`config.mk`:
```
export PLATFORM = sky130hd
export DESIGN_NAME = load_store_unit
export DESIGN_NICKNAME = d
export VERILOG_FILES = /design/src/rtl/cpu_pkg.sv /design/src/rtl/load_store_unit_store_align.sv /design/src/rtl/load_store_unit.sv
export SDC_FILE = /design/constraint.sdc
export NUM_CORES = 1
export LEC_CHECK = 0
export CORE_MARGIN = 5
export CORE_UTILIZATION = 43
export CTS_CLUSTER_SIZE = 40
export DETAILED_ROUTE_END_ITERATION = 6
export PLACE_DENSITY = 0.8
export SKIP_LAST_GASP = 1
export SYNTH_ARGS = -nofsm -noshare
export SYNTH_HDL_FRONTEND = slang
export SYNTH_SLANG_ARGS = --single-unit
```
`constraint.sdc`:
```
create_clock -name clk -period 2.65 [get_ports clk]
set_clock_uncertainty 0.1 [all_clocks]
set_input_delay 0.53 -clock clk [delete_from_list [all_inputs] [get_ports clk]]
set_output_delay 0.53 -clock clk [all_outputs]
set_load 0.005 [all_outputs]
```
`src/rtl/cpu_pkg.sv`:
```
// Shared CPU definitions: load/store unit state type and memory funct3 codes.
package cpu_pkg;

    // Load/store unit sequencing states
    typedef enum logic [1:0] {
        LSU_IDLE   = 2'b00,
        LSU_ACCESS = 2'b01,
        LSU_DONE   = 2'b10
    } lsu_state_t;

    // Load width codes
    localparam logic [2:0] F3_LB  = 3'b000;
    localparam logic [2:0] F3_LH  = 3'b001;
    localparam logic [2:0] F3_LW  = 3'b010;
    localparam logic [2:0] F3_LBU = 3'b100;
    localparam logic [2:0] F3_LHU = 3'b101;

    // Store width codes
    localparam logic [2:0] F3_SB  = 3'b000;
    localparam logic [2:0] F3_SH  = 3'b001;
    localparam logic [2:0] F3_SW  = 3'b010;

endpackage

```
`src/rtl/load_store_unit_store_align.sv`:
```
// Combinational store lane alignment and misalignment detection.
// Byte-enables and replicated data assume a store; the caller masks them for loads.
module store_align
    import cpu_pkg::*;
(
    input  logic [2:0]  i_funct3,
    input  logic [1:0]  i_addr_lo,
    input  logic [31:0] i_rs2,
    output logic [3:0]  o_wstrb,
    output logic [31:0] o_wdata,
    output logic        o_misalign
);

    // Decode access width into byte enables, lane-replicated data and alignment fault
    always_comb begin
        o_wstrb    = 4'b0000;
        o_wdata    = 32'h0000_0000;
        o_misalign = 1'b0;
        case (i_funct3)
            F3_LB, F3_LBU: begin
                o_wstrb = 4'b0001 << i_addr_lo;
                o_wdata = {4{i_rs2[7:0]}};
            end
            F3_LH, F3_LHU: begin
                if (i_addr_lo[1]) begin
                    o_wstrb = 4'b1100;
                end else begin
                    o_wstrb = 4'b0011;
                end
                o_wdata    = {2{i_rs2[15:0]}};
                o_misalign = i_addr_lo[0];
            end
            F3_LW: begin
                o_wstrb    = 4'b1111;
                o_wdata    = i_rs2;
                o_misalign = (i_addr_lo != 2'b00);
            end
            default: begin
                o_wstrb    = 4'b0000;
                o_wdata    = 32'h0000_0000;
                o_misalign = 1'b0;
            end
        endcase
    end

endmodule

```
`src/rtl/load_store_unit.sv`:
```
// Load/store unit: issues one data-cache access per memory instruction and
// stalls the front of the pipeline until the cache accepts it.
module load_store_unit
    import cpu_pkg::*;
#(
    parameter int XLEN = 32
) (
    input  logic            clk,
    input  logic            rst,
    input  logic            ex_mem_read_i,
    input  logic            ex_mem_write_i,
    input  logic [2:0]      ex_insn_funct3_i,
    input  logic [XLEN-1:0] ex_addr_i,
    input  logic [XLEN-1:0] ex_rs2_data_i,
    input  logic            ex_flush_i,
    output logic            dc_req_o,
    output logic            dc_write_o,
    output logic [XLEN-1:0] dc_addr_o,
    output logic [3:0]      dc_wstrb_o,
    output logic [XLEN-1:0] dc_wdata_o,
    input  logic            dc_stall_i,
    input  logic [XLEN-1:0] dc_rdata_i,
    output logic            lsu_stall_o,
    output logic [XLEN-1:0] lsu_load_word_o,
    output logic            lsu_misalign_o,
    output logic [XLEN-1:0] lsu_wait_cnt_o
);

    lsu_state_t      r_state;
    lsu_state_t      w_state_next;
    logic [XLEN-1:0] r_addr;
    logic            r_write;
    logic [3:0]      r_wstrb;
    logic [XLEN-1:0] r_wdata;
    logic [XLEN-1:0] r_load_word;
    logic            r_misalign;
    logic [XLEN-1:0] r_wait_cnt;

    logic [3:0]      w_wstrb;
    logic [XLEN-1:0] w_wdata;
    logic            w_misalign;
    logic            w_op;
    logic            w_start;
    logic            w_mis_event;
    logic            w_idle;
    logic            w_access;
    logic            w_accept;

    store_align u_store_align (
        .i_funct3   (ex_insn_funct3_i),
        .i_addr_lo  (ex_addr_i[1:0]),
        .i_rs2      (ex_rs2_data_i),
        .o_wstrb    (w_wstrb),
        .o_wdata    (w_wdata),
        .o_misalign (w_misalign)
    );

    // A killed instruction neither starts an access nor raises a misalignment
    assign w_op        = ex_mem_read_i | ex_mem_write_i;
    assign w_start     = w_op & ~ex_flush_i & ~w_misalign;
    assign w_mis_event = w_op & ~ex_flush_i & w_misalign;
    assign w_idle      = (r_state == LSU_IDLE);
    assign w_access    = (r_state == LSU_ACCESS);
    assign w_accept    = w_access & ~dc_stall_i;

    // Next-state selection; DONE always falls back to IDLE so the held instruction is not reissued
    always_comb begin
        w_state_next = r_state;
        case (r_state)
            LSU_IDLE: begin
                if (w_start) begin
                    w_state_next = LSU_ACCESS;
                end else begin
                    w_state_next = LSU_IDLE;
                end
            end
            LSU_ACCESS: begin
                if (w_accept) begin
                    w_state_next = LSU_DONE;
                end else begin
                    w_state_next = LSU_ACCESS;
                end
            end
            LSU_DONE: w_state_next = LSU_IDLE;
            default:  w_state_next = LSU_IDLE;
        endcase
    end

    // State, latched request fields, load capture, misalign pulse and stall counter
    always_ff @(posedge clk) begin
        if (rst) begin
            r_state     <= LSU_IDLE;
            r_addr      <= 32'h0000_0000;
            r_write     <= 1'b0;
            r_wstrb     <= 4'b0000;
            r_wdata     <= 32'h0000_0000;
            r_load_word <= 32'h0000_0000;
            r_misalign  <= 1'b0;
            r_wait_cnt  <= 32'h0000_0000;
        end else begin
            r_state    <= w_state_next;
            r_misalign <= w_idle & w_mis_event;
            if (w_idle && w_start) begin
                r_addr  <= {ex_addr_i[XLEN-1:2], 2'b00};
                r_write <= ex_mem_write_i;
                r_wstrb <= ex_mem_write_i ? w_wstrb : 4'b0000;
                r_wdata <= ex_mem_write_i ? w_wdata : 32'h0000_0000;
            end
            if (w_accept && !r_write) begin
                r_load_word <= dc_rdata_i;
            end else if (w_idle && w_mis_event) begin
                r_load_word <= 32'h0000_0000;
            end
            if (w_access && dc_stall_i && (r_wait_cnt != 32'hFFFF_FFFF)) begin
                r_wait_cnt <= r_wait_cnt + 32'h0000_0001;
            end
        end
    end

    // Cache-side fields are forced to zero whenever no request is outstanding
    assign dc_req_o        = w_access;
    assign dc_write_o      = w_access & r_write;
    assign dc_addr_o       = w_access ? r_addr  : 32'h0000_0000;
    assign dc_wstrb_o      = w_access ? r_wstrb : 4'b0000;
    assign dc_wdata_o      = w_access ? r_wdata : 32'h0000_0000;
    assign lsu_stall_o     = ~rst & ((w_idle & w_start) | w_access);
    assign lsu_load_word_o = r_load_word;
    assign lsu_misalign_o  = r_misalign;
    assign lsu_wait_cnt_o  = r_wait_cnt;

endmodule

```
* Yosys cells after proc, flatten, opt, wreduce, memory -nomap -nowiden
Cells that the tools add are included.
** Operators by class
- Add/subtract/negate cells :: 1
- Eq/ne operators :: 6
- Shift operators :: 1
- Multiplexer cells :: 14
- Bitwise gates (word level) :: 14
- Reductions and logical operators :: 12
** Operator list (number)
- 32-bit two-way mux :: 5
- 32-bit one-hot mux with 3 select lines :: 1
- 32-bit by 1-bit adder with 32-bit output (second input constant) :: 1
- 32-bit inequality test (second input constant) :: 1
- 4-bit two-way mux :: 3
- 4-bit one-hot mux with 3 select lines :: 1
- 1-bit bitwise AND :: 8
- 3-bit equality test (second input constant) :: 2
- 1-bit logical AND :: 5
- 1-bit inverter :: 4
- 2-bit one-hot mux with 2 select lines :: 1
- 2-bit nonzero test :: 2
- 2-bit OR reduction :: 2
- 1-bit by 2-bit << shifter with 4-bit output (first input constant) :: 1
- 3-bit by 1-bit equality test with 1-bit output (second input constant) :: 1
- 3-bit by 2-bit equality test with 1-bit output (second input constant) :: 1
- 3-bit zero test :: 1
- 2-bit by 1-bit equality test with 1-bit output (second input constant) :: 1
- 2-bit zero test :: 1
- 2-bit two-way mux :: 1
- 1-bit OR :: 2
- 1-bit one-hot mux with 2 select lines :: 1
- 1-bit zero test :: 1
- 1-bit two-way mux :: 1
** Storage, ports and cells
- Register bits :: 134
- Input bits :: 105
- Output and inout bits :: 136
- Logic and storage cells :: 56

* Longest topological paths before layout
Gate-level depths: netlist of run 1.
- Depth in word-level cells :: 8
- Gate-level depth with buffers :: 8
- Gate-level depth less buffers :: 6

* Modules after synthesis
From an unflattened synthesis of run 1, not the netlist that was laid out.
** Unflattened totals
- Cells, all modules :: 814
- Area, all modules :: 6377.4 um2
** By module, submodules not included
- load_store_unit :: times used 1, cells an instance 726, area each 5729.2 um2, seq. area each 2682.6 um2
- store_align :: times used 1, cells an instance 88, area each 648.1 um2, seq. area each 0.0 um2

* Least setup slack after synthesis of run 1
Ideal clock, no wire load.
- Kind :: input port to output port
- From :: input ex_insn_funct3_i[0]
- To :: output lsu_stall_o
- Arrival :: 1.716 ns
- Data required time :: 2.020 ns
- Slack :: 0.304 ns
- Stages :: 6
- Path buffers :: 2
- Cells stage by stage :: buf_2 > nor3b_2 > o21ai_1 > nand3_1 > clkbuf_1 > a21oi_1
** On the way
- Longest elaborated chain between the ends :: 8
- Elaborated cells on any way between the ends :: 10
- Those cells by class :: 3 x eq/ne; 1 x mux; 5 x bitwise; 1 x reduce/logical
** RTL lines
- start: declaration :: RTL line load_store_unit.sv:12 : input logic [2:0] ex_insn_funct3_i,
- 3-bit by 1-bit equality test with 1-bit output / 3-bit equality test (equally long branches) :: RTL line load_store_unit_store_align.sv:19 : case (i_funct3)
- 2-bit OR reduction :: RTL line load_store_unit_store_align.sv:19
- 1-bit one-hot mux with 2 select lines * :: RTL line load_store_unit_store_align.sv:19
- 1-bit inverter * :: RTL line load_store_unit.sv:60 : assign w_start = w_op & ~ex_flush_i & ~w_misalign;
- 1-bit bitwise AND * :: RTL line load_store_unit.sv:60
- 1-bit bitwise AND * :: RTL line load_store_unit.sv:126 : assign lsu_stall_o = ~rst & ((w_idle & w_start) | w_access);
- 1-bit OR * :: RTL line load_store_unit.sv:126
- 1-bit bitwise AND * :: RTL line load_store_unit.sv:126
- end: declaration :: RTL line load_store_unit.sv:23 : output logic lsu_stall_o,
Mark *: on every way between the ends. The rest lies on a longest branch, timed or not.

* Worst setup path after layout of run 1
- From :: register r_state[1]
- To :: output dc_wdata_o[29]
** On the way
- Longest elaborated chain between the ends :: 2
** RTL lines
- start: declaration :: RTL line load_store_unit.sv:29 : lsu_state_t r_state;
- start signal: assignment :: RTL line load_store_unit.sv:101 : r_state <= w_state_next;
- 2-bit by 1-bit equality test with 1-bit output :: RTL line load_store_unit.sv:63 : assign w_access = (r_state == LSU_ACCESS);
- 32-bit two-way mux :: RTL line load_store_unit.sv:125 : assign dc_wdata_o = w_access ? r_wdata : 32'h0000_0000;
- end: declaration :: RTL line load_store_unit.sv:20 : output logic [XLEN-1:0] dc_wdata_o,
Every way passes these cells.

==> results of run 1 <==
power groups by stage:
stage	sequential, mW	clock, mW	combinational [mW]
4_1_cts	2.11	2.77	0.555
6_report	2.11	2.73	0.564
2_1_floorplan	2.14	0	0.228
3_5_place_dp	2.15	0	0.551
5_1_grt	2.11	2.84	0.614
3_3_place_gp	2.15	0	0.544
through the flow:
step / utilization / hold WS, ns / area (µm²) / setup WS, ns
after floorplan: - / 0.327 / 5880 / 0.304
after global placement: 0.641 / 0.336 / 8560 / -0.197
after detailed placement: 0.641 / 0.342 / 8560 / -0.202
after CTS: 0.692 / 0.349 / 9240 / -0.0333
after global routing: 0.696 / 0.363 / 9290 / 0.0213
final: 0.696 / 0.345 / 9290 / 0.0664
cell usage in the layout, fill, tap and decap left out, types with 15 or more instances in the layout:
cell,synthesis,layout
clkbuf_16,0,18
nand4_1,15,15
xnor2_1,18,18
and2_1,68,68
o21ai_0,20,20
nor2b_1,15,15
nand3_1,19,18
a21oi_1,88,88
buf_4,2,26
nand2_1,90,90
dfxtp_1,134,133
a22o_1,49,49
nor2_1,23,23
clkdlybuf4s50_1,0,234
cell families after synthesis:
logic type      count (synthesis)  synth area share
buf+inv                        63            0.0470
simple gates                  285             0.260
mux                             2           0.00383
other cells                     1          0.000638
flops                         134             0.456
xor+xnor                       19            0.0283
compound gates                186             0.202
fa+ha+maj                       1           0.00213
sequential cells by signal (all words and copies together), names as in the netlist:
register,count
lsu_load_word_o,32
lsu_wait_cnt_o,32
r_wdata,32
r_addr,30
r_wstrb,4
r_state,2
lsu_misalign_o,1
r_write,1
how the worst min path moves through the flow:
stage | slack, ns | depth (start not counted) | to
finish | 0.34 | 2 | r_wstrb[1]
global route | 0.36 | 2 | r_addr[11]
CTS | 0.35 | 2 | r_wstrb[1]
detailed placement | 0.34 | 2 | r_addr[14]
global placement | 0.34 | 2 | r_wstrb[0]
floorplan | 0.33 | 2 | r_wstrb[0]
repair_timing:
item / in CTS / in global routing
hold endpoints to repair: 0 / 0
hold buffers: 0 / 0
resized for setup: 5 / 9
gates cloned: 0 / 1
setup endpoints to repair: 38 / 67
final cells by class:
class | instances | area [µm²] | area share
clock buffers | 18 | 429 | 0.0462
clock inverters | 12 | 251 | 0.0271
inverters | 7 | 28.8 | 0.00310
multi-input cells | 495 | 2970 | 0.319
flip-flops and latches | 134 | 2680 | 0.289
well taps | 176 | 220 | 0.0237
repair buffers | 271 | 2710 | 0.292
routing by layer:
layer / global-route usage / part of all wire / up-vias / wire length, µm
met2: 0.398 / 0.48 / 301 / 9270
met3: 0.0891 / 0.098 / 36 / 1900
li1: - / - / 2891 / -
met1: 0.281 / 0.40 / 2765 / 7750
met4: 0.0776 / 0.027 / 0 / 517
met5: 0 / 0 / - / 0
worst min-delay path, stage by stage, from the launching register on:
cell and delay (ns):
dfxtp_1 0.30, nand2_1 0.05, a21oi_1 0.05
==> impl_metrics.py, run 1 <==
metrics = {
    "finish": {
        "nNetsFinal": 1032,
        "nFillCells": 1071,
        "num_antenna_cells": 0,
        "drive_gt1_frac": 0.0896,
        "final_cells": 1113,
        "syn_to_final_growth_pct": 58.0,
    },
    "placed_design": {
        "hpwl_um": 13800,
        "gp_congestion": 0.905,
        "portBuffers": 238,
        "dp.cells": 1082,
    },
    "drt": {
        "drc": 0,
        "routed_via_density": 5.38,
        "ant_nets": 0,
        "wl_per_cell_um": 17.5,
        "num_vias": 5993,
        "routed_wl_um": 19400,
        "drt-initial-drc-count": 640,
        "dr.pass1.iters": 5,
    },
    "worst_setup_path": {
        "crit_buf_inv": 3,
        "critPathKind": "reg -> out",
        "worst-path-stages": 5,
        "path_max_fanout": 29,
        "max_stage_delay_ns": 0.53,
        "path_cells": "nand2b_4 -> inv_4 -> buf_12 -> and2_1 -> clkdlybuf4s50_1",
        "cp.required_ns": 2.02,
        "crit_path_start_kind": "flop",
        "endpoint_kind": "output port",
        "worst-endpoint-arrival_ns": 1.95,
        "r2r.worst_path.cells": 6,
        "r2r-end": "lsu_wait_cnt_o[26]",
        "r2r_start": "lsu_wait_cnt_o[0]",
        "slowest_stage": "clkdlybuf4s50_1",
        "r2r_slack_ns": 0.28,
        "crit_family": "buffers and inverters",
        "endpoint": "dc_wdata_o[29]",
        "crit_path_start": "r_state[1]",
    },
    "clock_tree": {
        "htreeDepth": 4,
        "cts_buffers": 17,
        "cts_tree": "done",
        "numClockSinks": 134,
        "clk_latency_ns": 0.42,
        "ctsRootBufferMaster": "clkbuf_16",
        "postCtsSetupBuffers": 0,
        "clock_path_buffers": 2,
        "path_clk_slew_ns": 0.06,
    },
    "flow_run": {
        "cap_violations": 0,
    },
    "global_routing": {
        "grt_pass1_vias": 5982,
        "grt_pass1_wl_um": 30800,
        "gr-usage-all-layers": 0.238,
        "overflow": 0,
        "grt_max_degree": 92,
        "antenna_found_initial": 0,
    },
    "power": {
        "leakagePower_nw": 3.36,
        "p_per_area_mw_per_mm2": 582,
        "p_comb_frac": 0.104,
        "ir_drop_v": 0.000415,
        "p_sw_frac": 0.217,
        "seqPwrFrac": 0.390,
        "p_clk_frac": 0.506,
        "power_mw": 5.40,
        "switching_power_mw": 1.17,
        "internal-power_mw": 4.23,
    },
    "sta": {
        "worst_slew_pin_slew_ns": 0.735,
        "finalCriticalPeriod_ns": 2.58,
        "max_clock_freq_ghz": 0.387,
        "finalHoldViolCount": 0,
        "max_slew_margin": 0.510,
        "fin_setup_tns_ns": 0,
        "min_period_over_period": 0.975,
        "setup_viol": 0,
        "rsz0062_at_grt": "false",
        "slew_violations": 0,
    },
    "outcome": {
        "status": "finished clean",
    },
    "logic_synthesis": {
        "synthTopCellsByCount": "dfxtp_1 (134), nand2_1 (90), a21oi_1 (88)",
        "ys_ff_latch": 134,
        "synthTopCellsByArea": "dfxtp_1 (46%), a21oi_1 (7.5%), a22o_1 (7.3%), and2_1 (7.2%), nand2_1 (5.7%)",
        "synth_area_mm2": 0.00588,
        "ys_seq_area_frac": 0.456,
        "synthDistinctLibCells": 51,
        "synth_top_cell_by_area": "dfxtp_1",
        "synth.avg_cell_area_um2": 8.51,
        "synth_edf_count": 0,
        "synth_ff_type": "dfxtp_1",
        "async_reset_ff_frac": 0,
        "synth.most_common_cell": "dfxtp_1",
        "yosys_warnings": 0,
        "syn_inst": 691,
        "synth_top_area_frac": 0.456,
    },
    "floorplanning": {
        "start_util": 0.441,
        "dieArea_mm2": 0.0161,
        "io_pins": 241,
        "core-area_mm2": 0.0133,
        "die_w_um": 127,
        "std_cell_rows": 42,
        "die_y_um": 127,
    },
    "worst_hold_path": {
        "worstHoldStart": "r_wstrb[1]",
        "min_path_type": "reg -> reg",
    },
}
Note: power is estimated with default switching activity, not from simulation.
==> run 2, diff against run 1 <==
--- a/config.mk
+++ b/config.mk
@@ -14,3 +14,4 @@
 export SYNTH_ARGS = -nofsm -noshare
 export SYNTH_HDL_FRONTEND = slang
 export SYNTH_SLANG_ARGS = --single-unit
+export TNS_END_PERCENT = 10
==> run 2 against run 1 <==
Effect of this change: the run now ends with negative setup slack left; total power about the same; largest cell class unchanged; global-route usage about the same; first-iteration DRC count decreased by 11%; critical path depth unchanged.
==> impl_metrics.py, run 2 (synthesized netlist as in run 1, its figures left out) <==
metrics = {
    "finish": {
        "num_antenna_cells": 0,
        "final_common_cell": "clkdlybuf4s50_1",
        "regArea_mm2": 0.00268,
        "nNetsFinal": 1032,
        "syn_to_final_growth_pct": 58.0,
        "fin_util": 0.696,
        "final_cells": 1113,
        "multiInputGateArea_mm2": 0.00296,
        "post-route-cell-area_mm2": 0.00929,
        "nFillCells": 1074,
        "drive_gt1_frac": 0.0864,
        "layout_common_cells": "clkdlybuf4s50_1 (234), dfxtp_1 (134), nand2_1 (90), a21oi_1 (88), and2_1 (68)",
    },
    "clock_tree": {
        "numClockSinks": 134,
        "ctsHoldBuffers": 0,
        "postCtsSetupBuffers": 0,
        "cts_buffers": 17,
        "ctsRootBufferMaster": "clkbuf_16",
        "clock_path_buffers": 2,
        "path_clk_slew_ns": 0.06,
        "htreeDepth": 4,
        "cts_tree": "done",
        "clk_latency_ns": 0.41,
    },
    "global_routing": {
        "antenna_found_initial": 0,
        "grt_pass1_vias": 5988,
        "grt_max_degree": 92,
        "grt_pass1_wl_um": 30800,
        "overflow": 0,
        "gr-usage-all-layers": 0.238,
    },
    "sta": {
        "max_slew_margin": 0.518,
        "slew_violations": 0,
        "worst_slew_pin_slew_ns": 0.722,
        "holdWs_ns": 0.346,
        "rsz0062_at_grt": "true",
        "max_clock_freq_ghz": 0.373,
        "finalCriticalPeriod_ns": 2.68,
        "setup_viol": 2,
        "finalHoldViolCount": 0,
        "min_period_over_period": 1.01,
        "fin_ws_ns": -0.0275,
        "fin_setup_tns_ns": -0.0410,
    },
    "floorplanning": {
        "die_y_um": 127,
        "die_w_um": 127,
        "core-area_mm2": 0.0133,
        "dieArea_mm2": 0.0161,
        "std_cell_rows": 42,
        "io_pins": 241,
        "start_util": 0.441,
    },
    "drt": {
        "drt-initial-drc-count": 571,
        "routed_wl_um": 19600,
        "dr.pass1.iters": 5,
        "routed_via_density": 5.39,
        "ant_nets": 0,
        "wl_per_cell_um": 17.6,
        "drc": 0,
        "num_vias": 5998,
    },
    "worst_setup_path": {
        "crit_path_start_kind": "flop",
        "path_max_fanout": 29,
        "crit_buf_inv": 3,
        "crit_family": "buffers and inverters",
        "worst-endpoint-arrival_ns": 2.05,
        "cp.required_ns": 2.02,
        "max_stage_delay_ns": 0.53,
        "critPathKind": "reg -> out",
        "endpoint_kind": "output port",
        "path_cells": "nand2b_2 -> inv_4 -> buf_12 -> and2_1 -> clkdlybuf4s50_1",
        "slowest_stage": "clkdlybuf4s50_1",
    },
    "flow_run": {
        "cap_violations": 0,
    },
    "power": {
        "p_per_area_mw_per_mm2": 581,
        "leakagePower_nw": 3.38,
        "ir_drop_v": 0.000413,
    },
    "placed_design": {
        "portBuffers": 238,
        "place_area_mm2": 0.00856,
        "hpwl_um": 13800,
        "dp.cells": 1082,
        "gp_congestion": 0.905,
    },
    "outcome": {
        "violations": "negative setup slack",
        "status": "complete, but fails checks",
    },
    "worst_hold_path": {
        "min_path_type": "reg -> reg",
    },
}
[run 2: where the power goes]
group | internal (mW) | switching, mW | total, mW
clock | 1.85 | 0.877 | 2.73
combinational | 0.302 | 0.262 | 0.565
sequential | 2.08 | 0.0316 | 2.11
total | 4.23 | 1.17 | 5.40
[run 2: cell type report]
class	instances	share of cell area
repair buffers	271	0.293
clock inverters	12	0.0271
clock buffers	18	0.0462
inverters	7	0.00310
multi-input cells	495	0.318
flip-flops and latches	134	0.289
well taps	176	0.0237
[run 2: tightest hold or removal path, stage by stage (launching register included)]
cell,delay (ns)
dfxtp_1,0.30
nand2_1,0.05
a21oi_1,0.05
[run 2: path summary, 6_finish.rpt]
kind / startpoint / end / slack, ns / cells past startpoint
setup / recovery: r_state[1] / dc_wdata_o[29] / -0.03 / 5
hold / removal: r_wstrb[1] / r_wstrb[1] / 0.35 / 2
setup reg to reg: lsu_wait_cnt_o[0] / lsu_wait_cnt_o[26] / 0.19 / 6
hold reg to reg: r_wstrb[1] / r_wstrb[1] / 0.35 / 2
[run 2: metal layers]
metal / vias to the layer above / GRT usage / part of all wire
met3: 35 / 0.0870 / 0.096
met5: - / 0 / 0
met4: 0 / 0.0776 / 0.027
met2: 287 / 0.398 / 0.48
met1: 2785 / 0.283 / 0.40
li1: 2891 / - / -
[run 2: stage by stage]
stage	power, mW	setup slack, ns
2_1_floorplan	2.37	0.304
3_3_place_gp	2.69	-0.197
3_5_place_dp	2.70	-0.202
4_1_cts	5.43	-0.0333
5_1_grt	5.57	-0.0773
6_report	5.40	-0.0275
[run 2: repair_timing]
action,in CTS,in global routing
pin swaps,0,0
endpoints found under the setup margin,38,69
cloned,0,1
gates resized for setup,3,6
==> run 3, diff against run 2 <==
--- a/config.mk
+++ b/config.mk
@@ -5,7 +5,7 @@
 export SDC_FILE = /design/constraint.sdc
 export NUM_CORES = 1
 export LEC_CHECK = 0
-export CORE_MARGIN = 5
+export CORE_MARGIN = 8
 export CORE_UTILIZATION = 43
 export CTS_CLUSTER_SIZE = 40
 export DETAILED_ROUTE_END_ITERATION = 6
==> run 3 against run 2 <==
Effect of this change: the flow now finishes without violations; total power fell by 7.3%; cell count rose by 0.72%; combinational power barely moved; sequential share of layout area rose by 0.20 points; sequential cell count did not move; largest cell class unchanged.
==> impl_metrics.py, run 3 (synthesized netlist as in run 1, its figures left out) <==
metrics = {
    "sta": {
        "max_slew_margin": 0.519,
        "fin_ws_ns": 0.0741,
        "slew_violations": 0,
        "rsz0062_at_grt": "true",
        "worst_slew_pin_slew_ns": 0.721,
        "setup_viol": 0,
        "finalHoldViolCount": 0,
        "finalCriticalPeriod_ns": 2.58,
        "max_clock_freq_ghz": 0.388,
        "min_period_over_period": 0.972,
    },
    "clock_tree": {
        "ctsRootBufferMaster": "clkbuf_16",
        "clock_path_buffers": 2,
        "path_clk_slew_ns": 0.06,
        "cts_buffers": 17,
        "htreeDepth": 4,
        "cts_tree": "done",
        "ctsHoldBuffers": 0,
        "numClockSinks": 134,
        "clk_latency_ns": 0.42,
    },
    "global_routing": {
        "grt_pass1_vias": 6011,
        "grt_pass1_wl_um": 32200,
        "antenna_found_initial": 0,
        "overflow": 0,
        "gr-usage-all-layers": 0.227,
        "grt_max_degree": 62,
    },
    "drt": {
        "wl_per_cell_um": 18.3,
        "routed_via_density": 5.36,
        "num_vias": 6013,
        "drt-initial-drc-count": 542,
        "drc": 0,
        "ant_nets": 0,
        "dr.pass1.iters": 5,
        "routed_wl_um": 20500,
    },
    "worst_setup_path": {
        "endpoint": "dc_addr_o[14]",
        "r2r-end": "lsu_wait_cnt_o[30]",
        "r2r_slack_ns": 0.28,
        "r2r_start": "lsu_wait_cnt_o[0]",
        "crit_path_start": "r_state[1]",
        "r2r.worst_path.cells": 6,
        "path_max_fanout": 23,
        "cp.required_ns": 2.02,
        "crit_path_start_kind": "flop",
        "worst-endpoint-arrival_ns": 1.95,
        "critPathKind": "reg -> out",
        "endpoint_kind": "output port",
    },
    "floorplanning": {
        "die_y_um": 133,
        "std_cell_rows": 42,
        "io_pins": 241,
        "die_w_um": 133,
        "core-area_mm2": 0.0133,
        "start_util": 0.442,
        "dieArea_mm2": 0.0177,
    },
    "worst_hold_path": {
        "min_path_type": "reg -> reg",
    },
    "power": {
        "ir_drop_v": 0.000412,
        "power_mw": 5.01,
        "leakagePower_nw": 3.42,
        "p_per_area_mw_per_mm2": 543,
    },
    "finish": {
        "num_antenna_cells": 0,
        "syn_to_final_growth_pct": 57.0,
        "layout_common_cells": "clkdlybuf4s50_1 (230), dfxtp_1 (133), nand2_1 (90), a21oi_1 (88), and2_1 (68)",
        "fin_util": 0.694,
        "nNetsFinal": 1038,
        "drive_gt1_frac": 0.0963,
        "final_common_cell": "clkdlybuf4s50_1",
    },
    "placed_design": {
        "gp_congestion": 0.857,
        "dp_slack_ns": -0.274,
        "hpwl_um": 14800,
        "portBuffers": 238,
    },
    "outcome": {
        "status": "finished clean",
    },
    "flow_run": {
        "cap_violations": 0,
    },
}
-- run 3: worst min path at each step --
stage | startpoint | to | slack, ns | cells after the start
2_1_floorplan | r_wstrb[0] | r_wstrb[0] | 0.33 | 2
3_3_place_gp | r_addr[11] | r_addr[11] | 0.34 | 2
3_5_place_dp | r_addr[4] | r_addr[4] | 0.34 | 2
4_1_cts | r_wstrb[1] | r_wstrb[1] | 0.35 | 2
5_1_grt | r_addr[29] | r_addr[29] | 0.36 | 2
6_report | r_addr[8] | r_addr[8] | 0.35 | 2
-- run 3: cell type report --
type / count / area, µm²
clock buffer: 18 / 429
tap: 176 / 220
multi-input combinational: 495 / 2960
sequential: 134 / 2680
inverter: 7 / 28.8
timing repair buffer: 277 / 2760
clock inverter: 14 / 150
fill: 1071 / 4060
-- run 3: stage by stage --
| step | hold slack, ns | instances | setup TNS (ns) | instance area (µm²) |
|---|---|---|---|---|
| floorplan | 0.327 | 692 | 0 | 5880 |
| global placement | 0.337 | 1087 | -3.04 | 8600 |
| detailed placement | 0.342 | 1087 | -3.74 | 8600 |
| CTS | 0.351 | 1119 | -0.0306 | 9170 |
| global route | 0.362 | 1121 | -0.0508 | 9230 |
| finish | 0.348 | 1121 | 0 | 9230 |
-- run 3: where the power goes --
group          internal, mW  switching, mW  total, mW
Clock                  1.39          0.946       2.34
Combinational         0.303          0.261      0.564
Sequential             2.08         0.0313       2.11
Total                  3.77           1.24       5.01
-- run 3: layer usage --
metal / part of all wire / wire (µm) / vias to the layer above / track usage
met4: 0.023 / 472 / 0 / 0.0826
li1: - / - / 2913 / -
met2: 0.48 / 9810 / 234 / 0.374
met5: 0 / 0 / - / 0
met3: 0.099 / 2030 / 34 / 0.0950
met1: 0.40 / 8160 / 2832 / 0.256
-- run 3: what timing repair did --
action / CTS / global route
setup buffers: 0 / 1
hold endpoints to repair: 0 / 0
setup endpoints to repair: 64 / 63
cloned: 0 / 1
resized for setup: 3 / 12
-- run 3: critical path, stage by stage, from the launching register on --
cell and delay, ns:
dfxtp_1 0.34, nand2b_1 0.20, inv_4 0.13, clkbuf_16 0.19
and2_1 0.13, clkdlybuf4s50_1 0.53
